### src/rtl/key_step_debouncer_pkg.sv
// rtl/key_step_debouncer_pkg.sv - State encoding and default timing for the step-key debouncer.
package key_pkg;

  typedef enum logic [1:0] {
    IDLE,
    PRESS_CHK,
    HELD,
    RELEASE_CHK
  } key_state_t;

  // Defaults assume CLOCK_50: 10 ms debounce, 0.5 s first repeat, 0.1 s repeat period.
  localparam int DEF_SYNC_STAGES     = 2;
  localparam int DEF_DEBOUNCE_CYCLES = 500000;
  localparam bit DEF_REPEAT_EN       = 1'b1;
  localparam int DEF_REPEAT_DELAY    = 25000000;
  localparam int DEF_REPEAT_PERIOD   = 5000000;

  function automatic int max3(input int a, input int b, input int c);
    int m;
    m = (a > b) ? a : b;
    return (m > c) ? m : c;
  endfunction

endpackage

### src/rtl/key_step_debouncer_if.sv
// rtl/key_step_debouncer_if.sv - Raw key input and debounced pulse/level/count outputs.
interface key_step_debouncer_if;
  logic       key_in;
  logic       pulse;
  logic       held;
  logic [7:0] press_count;

  modport master (output key_in, input pulse, input held, input press_count);
  modport slave  (input key_in, output pulse, output held, output press_count);
endinterface

### src/rtl/key_step_debouncer_sync_chain.sv
// rtl/key_step_debouncer_sync_chain.sv - Multi-flop synchronizer resetting to the released level.
module sync_chain #(
  parameter int STAGES = 2
) (
  input  logic Clock,
  input  logic Reset,
  input  logic d,
  output logic q
);
  logic [STAGES-1:0] flops;

  always_ff @(posedge Clock or posedge Reset) begin
    if (Reset) flops <= '1;
    else       flops <= {flops[STAGES-2:0], d};
  end

  assign q = flops[STAGES-1];
endmodule

### src/rtl/key_step_debouncer.sv
// rtl/key_step_debouncer.sv - Debounces an active-low key into one pulse per press plus auto-repeat.
module key_step_debouncer
  import key_pkg::*;
#(
  parameter int SYNC_STAGES     = DEF_SYNC_STAGES,
  parameter int DEBOUNCE_CYCLES = DEF_DEBOUNCE_CYCLES,
  parameter bit REPEAT_EN       = DEF_REPEAT_EN,
  parameter int REPEAT_DELAY    = DEF_REPEAT_DELAY,
  parameter int REPEAT_PERIOD   = DEF_REPEAT_PERIOD
) (
  input logic                 Clock,
  input logic                 Reset,
  key_step_debouncer_if.slave bus
);
  localparam int CW = $clog2(max3(DEBOUNCE_CYCLES, REPEAT_DELAY, REPEAT_PERIOD)) + 1;
  typedef logic [CW-1:0] cnt_t;

  localparam cnt_t DEB_C    = cnt_t'(DEBOUNCE_CYCLES);
  localparam cnt_t DELAY_C  = cnt_t'(REPEAT_DELAY);
  localparam cnt_t PERIOD_C = cnt_t'(REPEAT_PERIOD);

  logic       sync_q;
  logic       pressed_s;
  key_state_t state, next_state;
  cnt_t       deb_cnt, deb_cnt_d, deb_inc;
  cnt_t       rpt_cnt, rpt_cnt_d, rpt_inc, rpt_target;
  logic       rpt_phase, rpt_phase_d;
  logic       pulse_q, pulse_d;
  logic       held_q, held_d;
  logic [7:0] count_q, count_d;

  sync_chain #(.STAGES(SYNC_STAGES)) u_sync (
    .Clock (Clock),
    .Reset (Reset),
    .d     (bus.key_in),
    .q     (sync_q)
  );

  assign pressed_s = ~sync_q;

  always_ff @(posedge Clock or posedge Reset) begin
    if (Reset) begin
      state     <= IDLE;
      deb_cnt   <= '0;
      rpt_cnt   <= '0;
      rpt_phase <= 1'b0;
      pulse_q   <= 1'b0;
      held_q    <= 1'b0;
      count_q   <= '0;
    end else begin
      state     <= next_state;
      deb_cnt   <= deb_cnt_d;
      rpt_cnt   <= rpt_cnt_d;
      rpt_phase <= rpt_phase_d;
      pulse_q   <= pulse_d;
      held_q    <= held_d;
      count_q   <= count_d;
    end
  end

  always_comb begin
    next_state = state;
    case (state)
      IDLE:        if (pressed_s) next_state = PRESS_CHK;
      PRESS_CHK:   if (!pressed_s) next_state = IDLE;
                   else if (deb_cnt >= DEB_C) next_state = HELD;
      HELD:        if (!pressed_s) next_state = RELEASE_CHK;
      RELEASE_CHK: if (pressed_s) next_state = HELD;
                   else if (deb_cnt >= DEB_C) next_state = IDLE;
      default:     next_state = IDLE;
    endcase
  end

  // rpt_phase=0 waits for the first repeat after REPEAT_DELAY, then REPEAT_PERIOD spacing.
  always_comb begin
    deb_cnt_d   = deb_cnt;
    rpt_cnt_d   = rpt_cnt;
    rpt_phase_d = rpt_phase;
    pulse_d     = 1'b0;
    deb_inc     = (deb_cnt == '1) ? deb_cnt : deb_cnt + cnt_t'(1);
    rpt_inc     = (rpt_cnt == '1) ? rpt_cnt : rpt_cnt + cnt_t'(1);
    rpt_target  = rpt_phase ? PERIOD_C : DELAY_C;
    case (state)
      IDLE: deb_cnt_d = '0;
      PRESS_CHK: begin
        if (next_state == HELD) begin
          pulse_d     = 1'b1;
          deb_cnt_d   = '0;
          rpt_cnt_d   = '0;
          rpt_phase_d = 1'b0;
        end else if (next_state == IDLE) begin
          deb_cnt_d = '0;
        end else begin
          deb_cnt_d = deb_inc;
        end
      end
      HELD: begin
        if (next_state == RELEASE_CHK) begin
          deb_cnt_d = '0;
        end else begin
          rpt_cnt_d = rpt_inc;
          if (REPEAT_EN && rpt_inc == rpt_target) begin
            pulse_d     = 1'b1;
            rpt_cnt_d   = '0;
            rpt_phase_d = 1'b1;
          end
        end
      end
      RELEASE_CHK: deb_cnt_d = (next_state == RELEASE_CHK) ? deb_inc : '0;
      default:     deb_cnt_d = '0;
    endcase
    held_d  = (next_state == HELD) || (next_state == RELEASE_CHK);
    count_d = count_q + 8'(pulse_d);
  end

  assign bus.pulse       = pulse_q;
  assign bus.held        = held_q;
  assign bus.press_count = count_q;
endmodule
### src/flat_wrapper.sv
// flat-port wrapper written by rule: the top's interface ports become plain ports
module key_step_debouncer_flat import key_pkg::*;
#(
  parameter int SYNC_STAGES     = DEF_SYNC_STAGES,
  parameter int DEBOUNCE_CYCLES = DEF_DEBOUNCE_CYCLES,
  parameter bit REPEAT_EN       = DEF_REPEAT_EN,
  parameter int REPEAT_DELAY    = DEF_REPEAT_DELAY,
  parameter int REPEAT_PERIOD   = DEF_REPEAT_PERIOD
)
  (Clock, Reset, bus_key_in, bus_pulse, bus_held, bus_press_count);
  key_step_debouncer_if bus_i ();
  input logic Clock;
  input logic Reset;
  input wire logic [$bits(bus_i.key_in)-1:0] bus_key_in;
  output wire logic [$bits(bus_i.pulse)-1:0] bus_pulse;
  output wire logic [$bits(bus_i.held)-1:0] bus_held;
  output wire logic [$bits(bus_i.press_count)-1:0] bus_press_count;
  assign bus_i.key_in = bus_key_in;
  assign bus_pulse = bus_i.pulse;
  assign bus_held = bus_i.held;
  assign bus_press_count = bus_i.press_count;
  key_step_debouncer #(.SYNC_STAGES(SYNC_STAGES), .DEBOUNCE_CYCLES(DEBOUNCE_CYCLES), .REPEAT_EN(REPEAT_EN), .REPEAT_DELAY(REPEAT_DELAY), .REPEAT_PERIOD(REPEAT_PERIOD)) u_core (.Clock(Clock), .Reset(Reset), .bus(bus_i));
endmodule
### config.mk
export PLATFORM = sky130hd
export DESIGN_NAME = key_step_debouncer_flat
export DESIGN_NICKNAME = d
export VERILOG_FILES = /design/src/rtl/key_step_debouncer_pkg.sv /design/src/rtl/key_step_debouncer_if.sv /design/src/rtl/key_step_debouncer_sync_chain.sv /design/src/rtl/key_step_debouncer.sv /design/src/flat_wrapper.sv
export SDC_FILE = /design/constraint.sdc
export NUM_CORES = 1
export LEC_CHECK = 0
export CAP_MARGIN = 10
export CORE_ASPECT_RATIO = 1.2
export CORE_MARGIN = 3
export CORE_UTILIZATION = 62
export CTS_CLUSTER_DIAMETER = 150
export CTS_CLUSTER_SIZE = 30
export DETAILED_ROUTE_END_ITERATION = 7
export GPL_TIMING_DRIVEN = 0
export PLACE_DENSITY_LB_ADDON = 0.15
export SLEW_MARGIN = 40
export SYNTH_ARGS = -nofsm -noshare
export SYNTH_HDL_FRONTEND = slang
export SYNTH_SLANG_ARGS = --single-unit
### constraint.sdc
create_clock -name Clock -period 5.55 [get_ports Clock]
set_clock_uncertainty 0.15 [all_clocks]
set_input_delay 0.555 -clock Clock [delete_from_list [all_inputs] [get_ports Clock]]
set_output_delay 0.555 -clock Clock [all_outputs]
set_load 0.01 [all_outputs]
* After elaboration in Yosys (flattened, before gate mapping) *
Index checks and enable logic that the tools add are counted.

cells by class
  reduce and logical (&&, ||, !) cells = 6
  mux-type cells = 27
  equality and inequality tests = 12
  add/sub/neg operators = 3
  magnitude comparators = 1

operators by type and width
  cell                   number
  $mux 26                9
  $pmux 26 s4            1
  $add 26x1->26 const B  2
  $eq 26x26->1 const B   2
  $pmux 26 s2            1
  $eq 26x26->1           1
  $ge 26x19->1 const B   1
  $mux 25                1
  $mux 2                 6
  $add 8x1->8            1
  $eq 2x2->1 const B     4
  $pmux 2 s4             1
  $mux 1                 6
  $ne 2x1->1 const B     3
  $logic_not 2->1        2
  $pmux 1 s2             2
  $reduce_and 4->1       1
  $reduce_and 3->1       1
  $eq 2x1->1 const B     1
  $ne 2x2->1 const B     1
  $reduce_bool 2->1      1
  $logic_or 1x1->1       1

word-level totals
  bits in registers = 67
  word-level logic and storage cells = 57
  input bits = 3

* Logic depth before layout (Yosys ltp) *
  depth after elaboration = 8
  gate-level depth with buffers = 17

* Cells and area by module *
Synthesis repeated with hierarchy kept, for this count alone.

unflattened totals
  cell total of the unflattened synthesis = 503
  area total of the unflattened synthesis = 4,304.1 um2

modules (own cells, without submodules)
  module              times used  cells each  area an instance (um2)
  key_step_debouncer  1           500         4,247.8
  sync_chain          1           3           56.3

* Worst setup path after synthesis *
OpenSTA, ideal clock, no wires.

  path type = register to register
  start = reg u_core.rpt_cnt[1]
  end = reg u_core.count_q[7] (netlist: u_core.bus.press_count[7])
  clock period less this slack = 3.998 ns
  data required time = 5.276 ns
  slack = 1.552 ns
  setup time = 0.124 ns
  data arrival time = 3.724 ns
  cell stages (with the launch flop) = 17
  cells stage by stage = dfrtp_1 > ha_1 > clkbuf_1 > nand4_1 > nor4_1 > a21oi_1 > xnor2_1 > or3_1 > o31a_1 > nor3_1 > a22oi_1 > nor2b_1 > ha_1 > nand4_1 > nor2_1 > nand2_1 > xnor2_1

between the ends
  word-level cells in the longest chain between the ends = 7
  elaborated cells between the ends (all ways) = 8

ends and longest elaborated chain
  item                                           RTL line                   text
  from (decl)                                    key_step_debouncer.sv:26   cnt_t rpt_cnt, rpt_cnt_d, rpt_inc, rpt_target;
  from (signal assigned)                         key_step_debouncer.sv:53   rpt_cnt <= rpt_cnt_d;
  $add 26x1->26 or $eq 26x26->1 (tied branches)  key_step_debouncer.sv:81   rpt_inc = (rpt_cnt == '1) ? rpt_cnt : rpt_cnt + cnt_t'(1);
  $mux 26 *                                      key_step_debouncer.sv:81
  $eq 26x26->1 *                                 key_step_debouncer.sv:102  if (REPEAT_EN && rpt_inc == rpt_target) begin
  $mux 1 *                                       key_step_debouncer.sv:102
  $mux 1 *                                       key_step_debouncer.sv:98   if (next_state == RELEASE_CHK) begin
  $pmux 1 s2 *                                   key_step_debouncer.sv:83   case (state)
  net u_core.pulse_d                             key_step_debouncer.sv:28   logic pulse_q, pulse_d;
  $add 8x1->8 *                                  key_step_debouncer.sv:113  count_d = count_q + 8'(pulse_d);
  net u_core.count_d[7]                          key_step_debouncer.sv:30   logic [7:0] count_q, count_d;
  to (signal assigned)                           key_step_debouncer.sv:57   count_q <= count_d;
  to (decl)                                      key_step_debouncer.sv:30

Mark *: on every way through the listed nets, which the timed path passes. The rest lies on a longest branch.
A chain may end at the register's enable or synchronous reset.

* Final worst setup path *
Ends and elaborated chain as after synthesis.

==> impl_metrics.yaml <==
status:
  status: "complete, no violations"
clocking:
  clk_latency_ns: 0.36
  cts_tree: "yes"
  cts_buffers: 9
  cts_setup_buffers: 0
  root_buffer: "clkbuf_8"
  cts_buffer_depth: 2
  cts_resized: 0
  clk_pin_slew_worst_paths_ns: 0.08
  clock_sinks: 67
  cts_hold_buf: 0
  cts.htree.levels: 3
worst_setup_path:
  start_kind: "flop"
  crit_start: "u_core.rpt_cnt[1]$_DFFE_PP0P_"
  path_max_fanout: 9
  r2r_cells: 16
  worst_setup_path_end_kind: "flop"
  cpMaxStageDelayCell: "nor4_2"
  r2r-start: "u_core.rpt_cnt[1]$_DFFE_PP0P_"
  path_cells: "ha_1 -> clkbuf_1 -> nand4_1 -> nor4_2 -> a21oi_1 -> xnor2_1 -> or3_1 -> o31a_1 -> nor3_1 -> a22oi_1 -> nor2b_1 -> ha_1 -> nand4_1 -> nor2_1 -> nand2_1 -> xnor2_1"
  critPathRequiredTime_ns: 5.64
  cp.depth: 16
  critPathTopFamily: "simple AND/OR/NAND/NOR gates"
  arrival_ns: 5.02
  criticalPathCategory: "flop to flop"
  critPathBufInv: 1
  crit_path_max_incr_delay_ns: 0.69
final_layout:
  layout-drive-gt1-share_pct: 7.890
  diodes: 0
  layout_commonest_cell: "dfrtp_1"
  final_cell_mix: "dfrtp_1 (65), nor2_1 (57), nand2_1 (56)"
  area_growth_pct: 10.69
  fin_util_pct: 72.58
  nets: 552
floorplan:
  core_sq_um: 6566
  initial_core_util_pct: 65.57
  ios: 13
  num_rows: 32
  die-area_sq_um: 7984
  die_y_um: 97.29
  die_w_um: 82.07
detailed_routing:
  ant_nets: 0
  routed.top_layer: "met4"
  dr_wl_met3_um: 614
  post_drt_wl_per_cell_um: 18.46
  dr_wl_met2_um: 5673
  drt_drc_violations_left: 0
  vias: 4067
  wl_um: 11630
  drt_pass1_iterations: 6
  viasPerCell: 6.456
  initialDrtViolationCount: 384
  wl_met1_um: 4638
global_routing:
  overflow: 0
  antenna_found_initial: 0
  grt_max_degree: 39
  grt_pass1_wl_um: 19460
  grt_pass1_vias: 4078
  grtUsageTotal_pct: 31.16
power_and_ir_drop:
  power.total_w: 0.001149
  peakVddDrop_v: 0.0002149
  p_leak_nw: 1.846
  pwr_density_cell_nw_per_um2: 241.1
timing:
  final.setup.worst_slack_ns: 0.6167
  finalSetupTns_ns: 0
  setup_viol: 0
  worst_pin_slew_ns: 0.8191
  post-route-period-util_pct: 88.89
  fin_crit_ns: 4.933
  fmax_mhz: 202.7
  rsz0062_at_grt: "no"
  hold_violations: 0
  drv_slew: 0
  whs_ns: 0.2081
  slew_headroom_pct: 44.90
synth:
  syn_inst: 516
  synth_compound_area_share_pct: 16.27
  ys_types: 60
  synthMuxAreaShare_pct: 0.9881
  synth_area_sq_um: 4305
  synth_edf_count: 0
  synth_top_family_by_area: "simple AND/OR/NAND/NOR gates"
  yosysSeqAreaShare_pct: 39.00
  syn_nets: 528
  synthSimpleGateAreaFrac_pct: 28.60
  ys_seq_elements: 67
  synth_xor_area_share_pct: 7.730
  synth_flop_cell: "dfrtp_1"
  synth_area_per_cell_sq_um: 8.344
  async_flop_share_pct: 100.0
  ys_warn_count: 0
  synth_fa_ha_area_share_pct: 2.616
min_path:
  hold_start: "u_core.u_sync.flops[0]$_DFF_PP1_"
  hold_path_class: "flop to flop"
  min_path_cells: 0
placement:
  preCtsSetupSlack_ns: 0.5137
  dp_hpwl_um: 8429
  port_buffers: 12
  gp_congestion: 0.9089
run:
  maxCapViolCount: 0
==> final timing paths <==
kind / to / slack (ns)
min reg2reg: u_core.u_sync.flops[1]$_DFF_PP1_ / 0.21
max reg2reg: u_core.bus.press_count[7]$_DFF_PP0_ / 0.62
min in group asynchronous: u_core.bus.press_count[2]$_DFF_PP0_ / 0.40
min: u_core.u_sync.flops[1]$_DFF_PP1_ / 0.21
max: u_core.bus.press_count[7]$_DFF_PP0_ / 0.62
max in group asynchronous: u_core.deb_cnt[4]$_DFFE_PP0P_ / 4.32
==> area by class of cell <==
cell class                 instances  area, sq um
multi-input combinational        399         2446
inverter                          20        77.57
buffer                            30        131.4
fill                             521         1800
tap                               85        106.4
clock buffer                      10        127.6
clock inverter                     6        57.56
sequential                        67         1679
timing repair buffer              13        140.1
==> synthesized netlist by cell type (3+ instances only) <==
master,number,share of area [%]
and4_1,6,1.2
and2_1,4,0.58
nor3_1,26,3.0
nor4b_1,3,0.61
nor4_1,7,1.0
buf_2,7,0.81
nor3b_1,4,0.70
nand3_1,32,3.7
a31oi_1,5,0.73
a211oi_1,4,0.70
dfrtp_1,65,38
a21oi_1,29,3.4
nand4_1,17,2.5
o311ai_1,3,0.61
a32o_1,3,0.70
a22oi_1,3,0.52
o21ai_0,19,2.2
ha_1,9,2.6
nand2_1,56,4.9
xnor2_1,25,5.1
clkbuf_1,18,1.6
inv_1,20,1.7
or4_1,3,0.52
a22o_1,8,1.6
o31a_1,5,1.0
o31ai_1,4,0.70
nor2b_1,3,0.44
a21o_1,4,0.70
or2_2,5,0.73
or3_1,5,0.73
xor2_1,13,2.6
nor2_1,57,5.0
and3_1,9,1.3
==> state kept, by name, indices dropped and copies added, names as in the netlist <==
| name | flops |
|---|---|
| u_core.bus.held | 1 |
| u_core.bus.press_count | 8 |
| u_core.bus.pulse | 1 |
| u_core.deb_cnt | 26 |
| u_core.rpt_cnt | 26 |
| u_core.rpt_phase | 1 |
| u_core.state | 2 |
| u_core.u_sync.flops | 2 |
==> cell families after synthesis <==
logic type      count (synthesis)
compound gates                104
fa+ha+maj                       9
buf+inv                        50
mux                             4
xor+xnor                       38
simple gates                  244
flops                          67
==> layer usage <==
metal | up-vias | GRT usage [%]
li1 | 1904 | -
met1 | 1934 | 37.91
met2 | 174 | 49.84
met3 | 55 | 5.566
met4 | 0 | 19.31
met5 | - | 0
==> report_power, final <==
part,internal (W),switching (W)
Clock,0.000204,0.000195
Combinational,0.0000605,0.000180
Sequential,0.000497,0.0000115
Total,0.000762,0.000387
==> per-stage QoR <==
| stage | std cells | area [sq um] |
|---|---|---|
| finish | 630 | 4766 |
| CTS | 630 | 4757 |
| detailed placement | 614 | 4572 |
| global placement | 613 | 4532 |
| floorplan | 516 | 4305 |
| global route | 630 | 4766 |
Note: power is estimated with default switching activity, not from simulation.
